`src/rtl/bram_int.sv`:
```
// Capture front end for one 32-bit BRAM port: stores valid samples into a wrapping ring
// and polls a processor-owned control word, rewinding the ring when that word is cleared.
module bram_int #(
  parameter logic [31:0] CTRL_ADDR = 32'h0000_0000,
  parameter logic [31:0] DATA_BASE = 32'h0000_0004,
  parameter int unsigned DEPTH     = 1023
) (
  input  logic        clk,
  input  logic        rst_n,
  input  logic        valid,
  input  logic [31:0] datos,
  input  logic [31:0] dout,
  output logic        enable,
  output logic        we,
  output logic [31:0] din,
  output logic [31:0] addr
);

  // state | meaning
  // IDLE  | one cycle after reset, outputs held at reset values, inputs ignored
  // POLL  | last cycle presented a control-word read
  // WRITE | last cycle presented a sample write
  typedef enum logic [1:0] {IDLE, POLL, WRITE} state_t;

  localparam logic [31:0] LAST_ADDR = DATA_BASE + ((32'(DEPTH) - 32'd1) << 2);

  state_t      state;
  logic [31:0] wr_ptr;
  logic        rd_pend;
  logic        flag_prev;

  logic        flag;
  logic        rewind;
  logic [31:0] wr_base;
  logic [31:0] wr_next;

  // A cleared control word is only acted on when it was seen nonzero at the previous poll.
  always_comb begin
    flag    = |dout;
    rewind  = rd_pend & flag_prev & ~flag;
    wr_base = rewind ? DATA_BASE : wr_ptr;
    wr_next = (wr_base == LAST_ADDR) ? DATA_BASE : wr_base + 32'd4;
  end

  always_ff @(posedge clk or negedge rst_n) begin
    if (!rst_n) begin
      state     <= IDLE;
      enable    <= 1'b0;
      we        <= 1'b0;
      din       <= '0;
      addr      <= CTRL_ADDR;
      wr_ptr    <= DATA_BASE;
      rd_pend   <= 1'b0;
      flag_prev <= 1'b0;
    end else begin
      case (state)
        IDLE: begin
          state <= POLL;
        end
        POLL, WRITE: begin
          if (rd_pend) flag_prev <= flag;
          enable <= 1'b1;
          if (valid) begin
            state   <= WRITE;
            we      <= 1'b1;
            addr    <= wr_base;
            din     <= datos;
            wr_ptr  <= wr_next;
            rd_pend <= 1'b0;
          end else begin
            state   <= POLL;
            we      <= 1'b0;
            addr    <= CTRL_ADDR;
            rd_pend <= 1'b1;
            if (rewind) wr_ptr <= DATA_BASE;
          end
        end
        default: begin
          state <= IDLE;
        end
      endcase
    end
  end

endmodule

```
`config.mk`:
```
export PLATFORM = sky130hd
export DESIGN_NAME = bram_int
export DESIGN_NICKNAME = d
export VERILOG_FILES = /design/src/rtl/bram_int.sv
export SDC_FILE = /design/constraint.sdc
export NUM_CORES = 1
export LEC_CHECK = 0
export CORE_UTILIZATION = 45
export CTS_CLUSTER_SIZE = 30
export DETAILED_ROUTE_END_ITERATION = 10
export GPL_ROUTABILITY_DRIVEN = 0
export PLACE_DENSITY = 0.87
export SLEW_MARGIN = 20
export SYNTH_ARGS = -nofsm -noshare
export SYNTH_HDL_FRONTEND = slang
export SYNTH_SLANG_ARGS = --single-unit
```
`constraint.sdc`:
```
create_clock -name clk -period 3.6 [get_ports clk]
set_input_delay 1.08 -clock clk [delete_from_list [all_inputs] [get_ports clk]]
set_output_delay 1.08 -clock clk [all_outputs]
set_load 0.1 [all_outputs]
```
==> results of run 1 <==
-- per-layer routing --
layer  global-route usage, %  wire, microns
met2                    36.5           6420
met3                    3.53            770
met4                    10.2            319
met5                       0              0
met1                    30.0           4890
-- registers in the layout, indices dropped and copies added, names as in the netlist --
name / cells
din: 32
enable: 1
state: 2
rd_pend: 1
addr: 32
we: 1
flag_prev: 1
wr_ptr: 32
-- synth_stat cells (all sizes together) --
| cell | count |
|---|---|
| nand4 | 26 |
| o31a | 3 |
| nor4 | 13 |
| a21boi | 2 |
| nor4b | 1 |
| and3 | 4 |
| ha | 3 |
| or4 | 8 |
| a22o | 32 |
| nor3 | 9 |
| o21a | 1 |
| buf | 10 |
| o311ai | 6 |
| dfstp | 1 |
| and2 | 1 |
| o41a | 1 |
| a32oi | 6 |
| nand2 | 27 |
| dfrtp | 101 |
| clkbuf | 20 |
| mux2 | 33 |
| nor2b | 1 |
| nand3 | 12 |
| mux2i | 2 |
| a21oi | 4 |
| o22ai | 9 |
| inv | 18 |
| a41oi | 1 |
| o31ai | 4 |
| nand2b | 1 |
| o2bb2ai | 1 |
| a31oi | 12 |
| a21o | 1 |
| a22oi | 1 |
| or2 | 4 |
| o21ai | 8 |
| or3 | 6 |
| a32o | 3 |
| o221ai | 1 |
| nor2 | 9 |
-- cell type report --
cell class                 count  area (sq um)  area share [%]
tap                          133           166            2.57
inverter                      18          67.6            1.04
clock inverter                 6          80.1            1.24
timing repair buffer         163          1480            22.9
sequential                   102          2550            39.4
clock buffer                  10           138            2.13
multi-input combinational    256          1990            30.7
-- through the flow --
stage               setup slack (ps)  hold slack [ps]
floorplan                      -99.2              467
global placement                -470              456
detailed placement              -575              453
CTS                            -49.5              483
global route                   -99.0              518
finish                          9.42              482
-- worst register-to-register path, cell delays in order (launching register included) --
cell and delay [ps]:
dfrtp_1 410, nand2_1 90, or3_4 410, nand2_4 90, ha_4 130, nand4_1 120
or3_4 420, or4_4 560, or2_0 250, o31ai_1 220
-- path summary, 6_finish.rpt --
| kind | end | startpoint | slack [ps] |
|---|---|---|---|
| worst max-delay path | wr_ptr[30]$_DFFE_PN0N_ | dout[6] | 9 |
| worst min-delay path | enable$_DFFE_PN0N_ | enable$_DFFE_PN0N_ | 480 |
| worst max register to register | wr_ptr[30]$_DFFE_PN0N_ | rd_pend$_DFFE_PN0N_ | 800 |
| worst min register to register | enable$_DFFE_PN0N_ | enable$_DFFE_PN0N_ | 480 |
| max in group asynchronous | wr_ptr[2]$_DFFE_PN1N_ | rst_n | 2140 |
| min in group asynchronous | din[16]$_DFFE_PN0P_ | rst_n | 690 |
-- logic make-up (layout without fill, tap and decap cells) --
family | after synthesis | count (layout) | synth area share [%]
simple gates | 122 | 122 | 14.9
flops | 102 | 102 | 55.6
compound gates | 96 | 96 | 16.1
buf+inv | 48 | 197 | 4.11
mux | 35 | 35 | 8.52
fa+ha+maj | 3 | 3 | 0.817
-- timing repair --
item	CTS	global route
hold endpoints to repair	0	0
buffers inserted	0	2
endpoints found under the setup margin	5	27
pin swaps	9	18
gates resized for setup	6	46
cloned	0	1
==> impl_metrics.yaml, run 1 <==
final_layout:
  final_cell_mix: "101 x dfrtp_1, 93 x buf_4, 33 x mux2_2, 33 x clkdlybuf4s50_1, 32 x a22o_1"
  diodes: 0
  post-route-util_pct: 66.0
  fin_nets: 620
  layout_commonest_cell: "dfrtp_1"
  final_cells: 688
  syn_to_final_growth_pct: 40.9
  fillers: 750
  final_area_sq_um: 6480
  layout-drive-gt1-share_pct: 31.7
global_routing:
  first_global_vias: 3883
  grt_max_degree: 57
  grt_antenna_before_repair: 0
  grt_util_all_layers_pct: 22.5
  overflow: 0
  grt_first_pass_wirelength_microns: 18600
sta:
  finalMaxSlewViolations: 0
  max_freq_mhz: 279
  tightest_slew_ps: 591
  finalCriticalPeriod_ps: 3590
  slew_headroom_pct: 60.6
  finalHoldViolCount: 0
  tns_ps: 0
  setup_viol: 0
  clock_skew_ps: 9.36
  fin_crit_sh_pct: 99.7
detailed_routing:
  num_vias: 4077
  post_drt_via_cell_ratio: 5.93
  drt-total-wl_microns: 12400
  first_pass_iters: 5
  drt_iter0_drc: 379
  wl_per_cell_microns: 18.0
  drc_errors: 0
  postRouteAntennaNets: 0
cts:
  cts_buffer_depth: 2
  clockRootBuffer: "clkbuf_8"
  clk_pin_slew_ps: 100
  clkSinkCount: 102
  numCtsBuffers: 9
  postCtsHoldBufs: 0
  cts_tree: "done"
  htreeDepth: 3
  clkLatencyLatePin_ps: 370
yosys:
  synth-seq-cells: 102
  yosys.area.top_type: "dfrtp_1"
  synth_nets: 476
  avgSynthCellArea_sq_um: 11.3
  yosysWarningCount: 0
  ys_seq_area_share_pct: 55.6
  yosysTopAreaCellShare_pct: 55.0
  synth_area_leaders: "dfrtp_1 55%, mux2_2 8.1%, a22o_1 6.1%, nand4_1 3.3%, nand2_1 2.2%"
  synth_cell_types: 48
  netlist_area_sq_um: 4600
  synth_cells: 406
worst_setup_path:
  path_cells: "dlymetal6s2s_1, nor4_2, nand4_1, or3_4, nand2_4, ha_4, nand4_1, or3_4, or4_4, or2_0, o31ai_1"
  path_delay_family: "simple AND/OR/NAND/NOR gates"
  arrival_ps: 3870
  startpoint_type: "primary input"
  cp.depth: 11
  worst-setup-path-type: "in -> reg"
  path_max_fanout: 3
  ff2ff_path_depth: 9
  cp_slowest_cell: "or4_4"
  endpoint_kind: "flip-flop"
  critPathMaxStageDelay_ps: 560
  worst-path-buf-inv: 1
  critPathRequiredTime_ps: 3880
min_path:
  holdCritPathClass: "reg -> reg"
  min_delay_path_depth: 1
placed_design:
  dp.cells: 669
  place_area_sq_um: 6070
  port_buffers: 132
  hpwl_microns: 8310
flow_run:
  drv_cap: 0
run_status:
  status: "complete, no violations"
die:
  die_x_microns: 103
  rows: 36
  initial_core_util_pct: 46.8
  ios: 133
  dieArea_sq_um: 10600
  fp.dieH_microns: 103
  core_area_sq_um: 9820
Power of run 1 is left out: the tool's default activity adds up to more than one toggle a clock period on the data nets, which glitch-free logic cannot reach.
==> run 2: changes to the inputs <==
--- a/config.mk
+++ b/config.mk
@@ -5,6 +5,7 @@
 export SDC_FILE = /design/constraint.sdc
 export NUM_CORES = 1
 export LEC_CHECK = 0
+export CAP_MARGIN = 10
 export CORE_UTILIZATION = 45
 export CTS_CLUSTER_SIZE = 30
 export DETAILED_ROUTE_END_ITERATION = 10
==> results of run 2 <==
Final layout, timing and power as in run 1 (identical DEF).
Power of run 2 is left out for the same reason.
==> variant, RTL diff (config.mk and constraints of run 2) <==
Encoding of `state_t`: now one-hot (3 bits for 3 states).
--- a/src/rtl/bram_int.sv
+++ b/src/rtl/bram_int.sv
@@ -20,7 +20,7 @@
   // IDLE  | one cycle after reset, outputs held at reset values, inputs ignored
   // POLL  | last cycle presented a control-word read
   // WRITE | last cycle presented a sample write
-  typedef enum logic [1:0] {IDLE, POLL, WRITE} state_t;
+  typedef enum logic [2:0] {IDLE = 3'b001, POLL = 3'b010, WRITE = 3'b100} state_t;
 
   localparam logic [31:0] LAST_ADDR = DATA_BASE + ((32'(DEPTH) - 32'd1) << 2);
 
Formal check against the unedited RTL: same outputs for any inputs over 10 cycles, from zero or initial values and one cycle with rst_n low; not proved beyond that.
==> variant against run 2 <==
Sequential cell count grew 1; cell count grew 9.7%; design area shrank 0.41%; register-to-register slack gained 220 ps; first-iteration DRC count shrank 11%; worst hold slack is essentially flat; routed wire length shrank 3.6%; global-route usage grew 0.81 points; synthesized cell count grew 14%; worst setup slack gained 82 ps; die area shrank 1.3%; synthesized area shrank 1.3%; critical path type unchanged; critical endpoint is now wr_ptr[26]$_DFFE_PN0P_; largest cell class unchanged.
==> variant: results (changes against run 2) <==
run_status:
  status: "finished, final reports clean"  # unchanged
finish:
  reg.largest.list: "addr (32), din (32), wr_ptr (32)"  # unchanged
  drive_above_1_share: 0.2251  # was 0.3171
  diodes: 0  # unchanged
  final_nets: 685  # was 620
logic_synthesis:
  synth_adder_area_share: 0.002758  # was 0.008165
  yosysUniqueCellTypes: 45  # was 48
  netlist_top_cells_area: "dfrtp_1 (56%), nand2_1 (10%), a22o_1 (6.4%)"  # was dfrtp_1 (55%), mux2_2 (8.1%), a22o_1 (6.1%)
  synthMuxAreaShare: 0.004413  # was 0.08519
  synthTopCellsByCount: "nand2_1 (124), dfrtp_1 (101), a22o_1 (33)"  # was dfrtp_1 (101), mux2_2 (33), a22o_1 (32)
  synth-xor-area-share: 0.003861  # was 0
  synth_fp_nets: 530  # was 476
  synth-compound-area-share: 0.1589  # was 0.1606
  ys_seq_area_frac: 0.5687  # was 0.5555
setup_path:
  cp_slowest_cell: "nor4_4"  # was or4_4
  r2r_end: "wr_ptr[26]$_DFFE_PN0P_"  # was wr_ptr[30]$_DFFE_PN0N_
  ff2ff_path_depth: 11  # was 9
  arrival_ps: 3760  # was 3870 ps
  worstPathMaxFanout: 7  # was 3
  max_stage_delay_ps: 480  # was 560 ps
  r2r-start: "rd_pend$_DFFE_PN0P_"  # was rd_pend$_DFFE_PN0N_
  rrSetupSlack_ps: 1020  # was 800 ps
  crit_path_start: "dout[30]"  # was dout[6]
grt:
  grt_pass1_vias: 4055  # was 3883
  grt_pass1_wl_mm: 19.11  # was 18.55 mm
  grt_usage: 0.2334  # was 0.2253
  grt_max_degree: 58  # was 57
timing:
  whs_ps: 482.9  # was 482.5 ps
  worstMarginPinSlew_ps: 699.9  # was 590.7 ps
  clock_skew_ps: 13.06  # was 9.364 ps
place:
  dpl_worst_slack_ps: -438.8  # was -575.0 ps
  port_buffers: 132  # unchanged
  dp_hpwl_mm: 8.427  # was 8.310 mm
worst_hold_path:
  hold_class: "flop to flop"  # unchanged
  holdPathEnd: "enable$_DFFE_PN0P_"  # was enable$_DFFE_PN0N_
  hold_start: "enable$_DFFE_PN0P_"  # was enable$_DFFE_PN0N_
  min_path_cells: 1  # unchanged
power_and_ir_drop:
  cellLeakagePower_nw: 3.266
  vdd_drop_max_v: 0.0008641
detailed_routing:
  drtIter0Drc: 339  # was 379
  routedWlPerCell_um: 15.83  # was 18.01 µm
  vias: 4161  # was 4077
clock_tree:
  clk-insertion-delay-late_ps: 370  # about the same
  cts_buffers: 9  # unchanged
-- variant: how the worst max path moves through the flow --
stage,endpoint,depth (start not counted),slack [ps]
after floorplan,wr_ptr[6]$_DFFE_PN0P_,13,-10
after global placement,wr_ptr[6]$_DFFE_PN0P_,13,-360
after detailed placement,wr_ptr[6]$_DFFE_PN0P_,13,-440
after CTS,wr_ptr[6]$_DFFE_PN0P_,13,3
after global routing,wr_ptr[19]$_DFFE_PN0P_,13,-70
final,wr_ptr[26]$_DFFE_PN0P_,13,90
-- variant: routing by layer --
metal | global-route usage | vias to the layer above | routed length (µm)
met4 | 0.08571 | 0 | 199
met3 | 0.04446 | 17 | 714
met1 | 0.2987 | 2012 | 5051
met2 | 0.3949 | 165 | 5987
met5 | 0 | - | 0
li1 | - | 1967 | -
-- variant: timing repair --
action | in CTS | in global routing
pin swaps | 4 | 12
resized for setup | 6 | 37
setup buffers | 2 | 5
setup endpoints to repair | 5 | 23
-- variant: power groups by stage --
| stage | logic [mW] | registers, mW | clock network [mW] |
|---|---|---|---|
| finish | 3.32 | 1.69 | 0.747 |
| global route | 3.49 | 1.73 | 0.795 |
| CTS | 3.27 | 1.69 | 0.761 |
| detailed placement | 3.26 | 1.70 | 0 |
| global placement | 3.20 | 1.69 | 0 |
| floorplan | 0.725 | 3.46 | 0 |
-- variant: cell type report --
class,instances,area (µm²)
clock buffers,10,127.6
fillers,774,3324
multi-input cells,329,1946
clock inverters,6,75.07
repair buffers,168,1533
inverters,6,22.52
flip-flops and latches,103,2580
well taps,133,166.4
-- variant: per-stage QoR --
step | cell area [µm²] | instances
5_1_grt | 6450 | 755
3_3_place_gp | 6048 | 732
3_5_place_dp | 6053 | 732
4_1_cts | 6295 | 750
2_1_floorplan | 4617 | 462
6_report | 6450 | 755
